===== src/rtl/aes_round_ctrl_if.sv =====
// Handshake bundle between the AES round controller, its key schedule and round datapath.
// The slave modport is the controller's view; master is the environment's view.
interface aes_round_ctrl_if;
  logic         start;
  logic [127:0] din;
  logic         abort;
  logic         ready;
  logic         busy;
  logic         rk_req;
  logic [3:0]   rk_idx;
  logic         rk_valid;
  logic [127:0] rk;
  logic [127:0] dp_state;
  logic [3:0]   dp_round;
  logic         dp_final;
  logic [127:0] dp_result;
  logic [127:0] dout;
  logic         done;

  modport master (
    output start, din, abort, rk_valid, rk, dp_result,
    input  ready, busy, rk_req, rk_idx, dp_state, dp_round, dp_final, dout, done
  );

  modport slave (
    input  start, din, abort, rk_valid, rk, dp_result,
    output ready, busy, rk_req, rk_idx, dp_state, dp_round, dp_final, dout, done
  );
endinterface


===== src/rtl/aes_round_ctrl.sv =====
// AES encryption round sequencer: walks the initial key add plus NR rounds, fetching one
// round key per step and feeding the external round datapath, then publishes the ciphertext.
module aes_round_ctrl #(
  parameter int unsigned NR = 10
) (
  input logic              clk,
  input logic              rst_n,
  aes_round_ctrl_if.slave  bus
);

  typedef enum logic [1:0] {StIdle, StKey0, StRnd, StDone} fsm_e;

  fsm_e         fsm_q, fsm_d;
  logic [3:0]   round_q, round_d;
  logic [127:0] state_q, state_d;
  logic [127:0] dout_q, dout_d;

  logic last_round;
  assign last_round = (round_q == 4'(NR));

  always_ff @(posedge clk or negedge rst_n) begin
    if (!rst_n) begin
      fsm_q   <= StIdle;
      round_q <= 4'd0;
      state_q <= 128'd0;
      dout_q  <= 128'd0;
    end else begin
      fsm_q   <= fsm_d;
      round_q <= round_d;
      state_q <= state_d;
      dout_q  <= dout_d;
    end
  end

  always_comb begin
    fsm_d   = fsm_q;
    round_d = round_q;
    state_d = state_q;
    dout_d  = dout_q;
    unique case (fsm_q)
      StIdle: begin
        if (bus.start) begin
          state_d = bus.din;
          round_d = 4'd0;
          fsm_d   = StKey0;
        end
      end
      StKey0: begin
        // Abort wins over a key arriving in the same cycle.
        if (bus.abort) begin
          round_d = 4'd0;
          fsm_d   = StIdle;
        end else if (bus.rk_valid) begin
          state_d = state_q ^ bus.rk;
          round_d = 4'd1;
          fsm_d   = StRnd;
        end
      end
      StRnd: begin
        if (bus.abort) begin
          round_d = 4'd0;
          fsm_d   = StIdle;
        end else if (bus.rk_valid) begin
          state_d = bus.dp_result;
          if (last_round) begin
            dout_d  = bus.dp_result;
            round_d = 4'd0;
            fsm_d   = StDone;
          end else begin
            round_d = round_q + 4'd1;
          end
        end
      end
      StDone: begin
        fsm_d = StIdle;
      end
      default: begin
        fsm_d = StIdle;
      end
    endcase
  end

  always_comb begin
    bus.ready    = 1'b0;
    bus.rk_req   = 1'b0;
    bus.rk_idx   = 4'd0;
    bus.dp_round = 4'd0;
    bus.dp_final = 1'b0;
    bus.done     = 1'b0;
    unique case (fsm_q)
      StIdle: bus.ready = 1'b1;
      StKey0: bus.rk_req = 1'b1;
      StRnd: begin
        bus.rk_req   = 1'b1;
        bus.rk_idx   = round_q;
        bus.dp_round = round_q;
        bus.dp_final = last_round;
      end
      StDone: bus.done = 1'b1;
      default: bus.ready = 1'b0;
    endcase
  end

  assign bus.busy     = ~bus.ready;
  assign bus.dp_state = state_q;
  assign bus.dout     = dout_q;

endmodule

===== src/flat_wrapper.sv =====
// flat-port wrapper written by rule: the top's interface ports become plain ports
module aes_round_ctrl_flat 
#(
  parameter int unsigned NR = 10
)
  (clk, rst_n, bus_start, bus_din, bus_abort, bus_rk_valid, bus_rk, bus_dp_result, bus_ready, bus_busy, bus_rk_req, bus_rk_idx, bus_dp_state, bus_dp_round, bus_dp_final, bus_dout, bus_done);
  aes_round_ctrl_if bus_i ();
  input logic clk;
  input logic rst_n;
  input wire logic [$bits(bus_i.start)-1:0] bus_start;
  input wire logic [$bits(bus_i.din)-1:0] bus_din;
  input wire logic [$bits(bus_i.abort)-1:0] bus_abort;
  input wire logic [$bits(bus_i.rk_valid)-1:0] bus_rk_valid;
  input wire logic [$bits(bus_i.rk)-1:0] bus_rk;
  input wire logic [$bits(bus_i.dp_result)-1:0] bus_dp_result;
  output wire logic [$bits(bus_i.ready)-1:0] bus_ready;
  output wire logic [$bits(bus_i.busy)-1:0] bus_busy;
  output wire logic [$bits(bus_i.rk_req)-1:0] bus_rk_req;
  output wire logic [$bits(bus_i.rk_idx)-1:0] bus_rk_idx;
  output wire logic [$bits(bus_i.dp_state)-1:0] bus_dp_state;
  output wire logic [$bits(bus_i.dp_round)-1:0] bus_dp_round;
  output wire logic [$bits(bus_i.dp_final)-1:0] bus_dp_final;
  output wire logic [$bits(bus_i.dout)-1:0] bus_dout;
  output wire logic [$bits(bus_i.done)-1:0] bus_done;
  assign bus_i.start = bus_start;
  assign bus_i.din = bus_din;
  assign bus_i.abort = bus_abort;
  assign bus_i.rk_valid = bus_rk_valid;
  assign bus_i.rk = bus_rk;
  assign bus_i.dp_result = bus_dp_result;
  assign bus_ready = bus_i.ready;
  assign bus_busy = bus_i.busy;
  assign bus_rk_req = bus_i.rk_req;
  assign bus_rk_idx = bus_i.rk_idx;
  assign bus_dp_state = bus_i.dp_state;
  assign bus_dp_round = bus_i.dp_round;
  assign bus_dp_final = bus_i.dp_final;
  assign bus_dout = bus_i.dout;
  assign bus_done = bus_i.done;
  aes_round_ctrl #(.NR(NR)) u_core (.clk(clk), .rst_n(rst_n), .bus(bus_i));
endmodule

===== config.mk =====
export PLATFORM = sky130hd
export DESIGN_NAME = aes_round_ctrl_flat
export DESIGN_NICKNAME = d
export VERILOG_FILES = /design/src/rtl/aes_round_ctrl_if.sv /design/src/rtl/aes_round_ctrl.sv /design/src/flat_wrapper.sv
export SDC_FILE = /design/constraint.sdc
export NUM_CORES = 1
export LEC_CHECK = 0
export ABC_AREA = 1
export CORE_AREA = 2 2 258 260
export DETAILED_ROUTE_END_ITERATION = 8
export DIE_AREA = 0 0 260 262
export GPL_TIMING_DRIVEN = 0
export SLEW_MARGIN = 20
export SYNTH_ARGS = -nofsm -noshare
export SYNTH_HDL_FRONTEND = slang
export SYNTH_SLANG_ARGS = --single-unit

===== constraint.sdc =====
create_clock -name clk -period 1.6 [get_ports clk]
set_input_delay 0.16 -clock clk [delete_from_list [all_inputs] [get_ports clk]]
set_output_delay 0.16 -clock clk [all_outputs]
set_load 0.005 [all_outputs]

Word-level counts from Yosys, hierarchy flattened. Index checks and enable logic that the tools add are counted.

$add $sub $neg: 1. $mul: 0. Div/mod/pow operators: 0. Magnitude comparators: 0. Equal/unequal tests: 12. Shift-type cells: 0. Multiplexer cells: 25. Bitwise logic cells: 3. Reduce and logical (&&, ||, !) cells: 7.

Operators with widths (count): 2-to-1 mux 128 bit (5); case mux 128 bit (3 select lines) (1); XOR 128 bit (1); 2-to-1 mux 4 bit (7); 2-to-1 mux 2 bit (6); case mux 4 bit (3 select lines) (1); AND reduction 4 bit (3); != test 2 bit, second input constant (5); case mux 2 bit (4 select lines) (1); != test 3 bit, second input constant (2); AND reduction 6 bit (1); adder 4 x 1 -> 4 bit, second input constant (1); equality test 2 bit, second input constant (2); equality test 4 bit, second input constant (1); 2-to-1 mux 1 bit (4); != test 3 x 2 -> 1 bit, second input constant (1); nonzero test 3 bit (1); equality test 2 x 1 -> 1 bit, second input constant (1); zero test 2 bit (1); NOT 1 bit (2); OR reduction 2 bit (1).

Register bits after elaboration: 262. Bits in latches: 0. Memory bits (writable): 0. ROM bits: 0. Input bits: 389. Word-level logic and storage cells: 52. Memories: 0.

Longest topological paths before layout.
Depth in word-level cells: 5. Gate-level depth with buffers: 11. Mapped depth without buffers: 8.

Worst setup path before layout. No wires, ideal clock.

Path kind: flip-flop to flip-flop. From: register u_core.fsm_q[0]. To: register u_core.state_q[46], in the netlist u_core.bus.dp_state[46]. Setup time: 0.065 ns. Arrival: 1.627 ns. Data required time: 1.535 ns. Setup slack: -0.091 ns. Stages on the path, launching flop included: 10. Buffers on the path: 2. Period minus slack after synthesis: 1.691 ns. Cell sequence: dfrtp_1 inv_1 ha_1 inv_1 buf_2 buf_1 a21oi_1 o21ai_0 nand3_1 nand2_1.

Word-level cells in the longest chain between the ends: 3. Elaborated cells between the ends (all ways): 11.

RTL lines: start: declaration (RTL line aes_round_ctrl.sv:13) `fsm_e fsm_q, fsm_d;`; start signal: assignment (RTL line aes_round_ctrl.sv:23) `fsm_q <= StIdle;`; start signal: assignment (RTL line aes_round_ctrl.sv:28) `fsm_q <= fsm_d;`; equality test 2 bit, or another cell as far along (RTL line aes_round_ctrl.sv:40) `unique case (fsm_q)`; != test 2 bit (no source line) / nonzero test 3 bit (equally long branches); AND reduction 6 bit (no source line); end signal: assignment (RTL line aes_round_ctrl.sv:30) `state_q <= state_d;`; end: declaration (RTL line aes_round_ctrl.sv:15) `logic [127:0] state_q, state_d;`.

Several ways; a longest one is shown, not always the timed one. A chain may end at the register's enable or synchronous reset.

Final worst setup path.
From: register u_core.fsm_q[0]. To: register u_core.state_q[28], in the netlist u_core.bus.dp_state[28].

Same word-level chain as after synthesis.

==> flow_summary_export.csv <==
group,metric,value,unit
status,status,"finished, violations left",
status,violations,"setup timing",
die,std_cell_rows,94,
synthesis,yosysWarningCount,0,
timing,maxSlewHeadroom,62.5,%
layout,fin_area,28500,sq um
layout,fin_nets,3299,
global_routing,overflow,0,
job,drv_cap,0,
die,start_util,22.1,%
setup_path,worst-setup-path-type,"reg2reg",
setup_path,cp_max_fo,10,
timing,max_freq,523,MHz
placement,dp_hpwl,53300,um
placement,placed_cells,3533,
synthesis,synth_area,14500,sq um
synthesis,yosys_most_used_dff,"dfrtp_1",
synthesis,synth-edff-count,0,
synthesis,syn_nets,2406,
global_routing,gr-usage-all-layers,20.9,%
layout,final_cell_count_no_fill,3795,
timing,skew,10.8,ps
detailed_routing,ant_nets,0,
placement,place_ws,-1020,ps
setup_path,worstSetupStartpointType,"register",
setup_path,cp.required,2030,ps
pwr,finalPower,47.7,mW
synthesis,post-synth-top-area-fraction,45.4,%
synthesis,synth.yosys.seq_area_share,45.4,%
die,coreArea,65300,sq um
die,die_w,260,um
pwr,peakVddDrop,0.817,mV
synthesis,ys_ff_latch,262,
timing,tightest_slew,563,ps
synthesis,synth_commonest_cells,"nand2_1, dfrtp_1, nand3_1",
clocking,clk_pin_slew_worst_paths,60,ps
timing,finalSetupTns,-51470,ps
setup_path,worstPathArrival,2340,ps
global_routing,antenna_found_initial,9,
placement,gp_congestion,0.875,
pwr,leakage,16.2,nW
timing,whs,140,ps
setup_path,slowest_stage,"dfrtp_1",
timing,rsz0062_at_grt,"yes",
clocking,cts_tree,"done",
synthesis,synth.avg_cell_area,7.19,sq um
layout,area_delta_synth_final,97.4,%
clocking,cts_buffer_depth,3,
layout,layout-drive-gt1-share,28.2,%
synthesis,synth_most_common_cell,"nand2_1",
synthesis,synth_area_leader_cell,"dfrtp_1",
placement,place_area,22200,sq um
setup_path,max_stage_delay,370,ps
timing,maxSlewViolCount,0,
clocking,cts_made_buffers,34,
detailed_routing,drt_first_pass_iters,6,
worst_hold_path,holdCritPathClass,"in2async",
detailed_routing,drc,0,
timing,fin_ws,-311,ps
die,die_area,68100,sq um
timing,finalSetupViolations,269,
detailed_routing,drtIter0Drc,1193,
detailed_routing,viasPerCell,4.59,
timing,hold_violations,0,
global_routing,grt_pass1_wl,106000,um
setup_path,critPathCaptureType,"register",
synthesis,synthArstFlopShare,100,%
clocking,cts_root_buf,"clkbuf_16",
synthesis,synthTopCellsByArea,"dfrtp_1, nand2_1, nand3_1, or2_2, o21ai_0",
clocking,cts_max_level,2,
detailed_routing,wl,79500,um
die,io_pins,658,
synthesis,syn_inst,2009,
detailed_routing,route.vias.total,17403,
global_routing,grt_pass1_vias,16118,
setup_path,cpMostUsedCell,"buf_6",
timing,final.period_utilization,119,%
placement,port_buffers,657,
setup_path,path_cells,"inv_2, buf_6, ha_4, buf_6, buf_12, buf_4, or2_2, nand3_1, nand2_1",
synthesis,yosys.cell_types.count,20,
clocking,insertion_delay,540,ps
detailed_routing,routedWlPerCell,20.9,um
clocking,cts_sinks,262,
global_routing,grt_max_degree,79,
die,die_h,262,um
pwr,p_per_area,1670,nW/um^2
timing,fin_crit,1910,ps
layout,fin_util,43.7,%
## area by class of cell
type,instances,area (sq um)
Fill cell,6431,36700
Timing Repair Buffer,861,9660
Multi-Input combinational cell,1597,8340
Sequential cell,262,6570
Buffer,127,1520
Tap cell,864,1080
Clock buffer,47,1010
Clock inverter,13,245
Inverter,19,91.3
Antenna cell,5,12.5
## worst max-delay path: cells and delay by family, from the launching register on
| family | cells | cell delay [ps] |
|---|---|---|
| fa+ha+maj | 1 | 280 |
| flops | 1 | 370 |
| buf+inv | 5 | 650 |
| simple gates | 3 | 470 |
## worst paths after layout
path                                      startpoint                        to  cells after the start  slack (ps)
min in group clk                   bus_dp_result[93]       u_core.bus.dout[93]                      3         210
max in group asynchronous                      rst_n   u_core.bus.dp_state[76]                      3         630
worst max-delay path                 u_core.fsm_q[0]   u_core.bus.dp_state[28]                      9        -310
worst min register to register  u_core.bus.dout[126]      u_core.bus.dout[126]                      2         470
worst min-delay path                           rst_n  u_core.bus.dp_state[117]                      2         140
worst max register to register       u_core.fsm_q[0]   u_core.bus.dp_state[28]                      9        -310
## cell families after synthesis
family / Yosys count / share of synthesized area (%)
AOI/OAI and AO/OA: 259 / 8.97
adders and majority gates: 8 / 0.693
buffers and inverters: 150 / 5.76
DFF: 262 / 45.4
and+or+nand+nor: 1330 / 39.2
## routing by layer
layer,vias to the layer above,global-route usage (%),wire length (um)
met5,-,0,69
met1,8236,26.0,32000
li1,8303,-,-
met2,686,34.8,38500
met4,12,8.16,3050
met3,166,5.40,5900
## where the power goes
| part | leakage [nW] | total, mW | switching, mW | internal (mW) |
|---|---|---|---|---|
| sequential | 3.43 | 10.0 | 1.56 | 8.47 |
| combinational | 12.2 | 28.8 | 14.5 | 14.3 |
| clock | 0.613 | 8.85 | 3.29 | 5.55 |
| total | 16.2 | 47.7 | 19.4 | 28.3 |
## cells in the final DEF (no fill, tap or decap), types with 4 or more instances in the layout
cell,n
nand2_4,36
buf_16,15
or2_4,6
nor2_1,134
o21ai_0,110
nand3_2,80
clkinv_2,4
diode_2,5
buf_4,147
a21oi_2,24
buf_6,50
inv_4,4
ha_4,5
clkbuf_2,14
buf_8,32
or2_2,122
inv_2,7
nand2_1,639
o21ai_1,19
clkdlybuf4s50_1,412
inv_1,6
dfrtp_2,10
a21oi_1,103
buf_2,15
nand3_1,180
clkbuf_8,5
nand2_2,117
buf_12,47
clkbuf_1,6
bufinv_16,7
nand2_8,5
dlymetal6s2s_1,231
clkbuf_16,56
dfrtp_1,252
## flip-flops by register name, summed over array words and instances, names as in the netlist
register,flops
u_core.bus.dout,128
u_core.bus.dp_state,128
u_core.round_q,4
u_core.fsm_q,2
## timing repair
item | 4_1_cts | 5_1_grt
pin swaps | 62 | 80
setup endpoints to repair | 512 | 521
hold buffers | 1 | 0
gates cloned | 26 | 20
hold endpoints to repair | 165 | 0
resized for setup | 289 | 710
buffers inserted | 31 | 140
No activity file was read; power rests on OpenSTA's default activity.
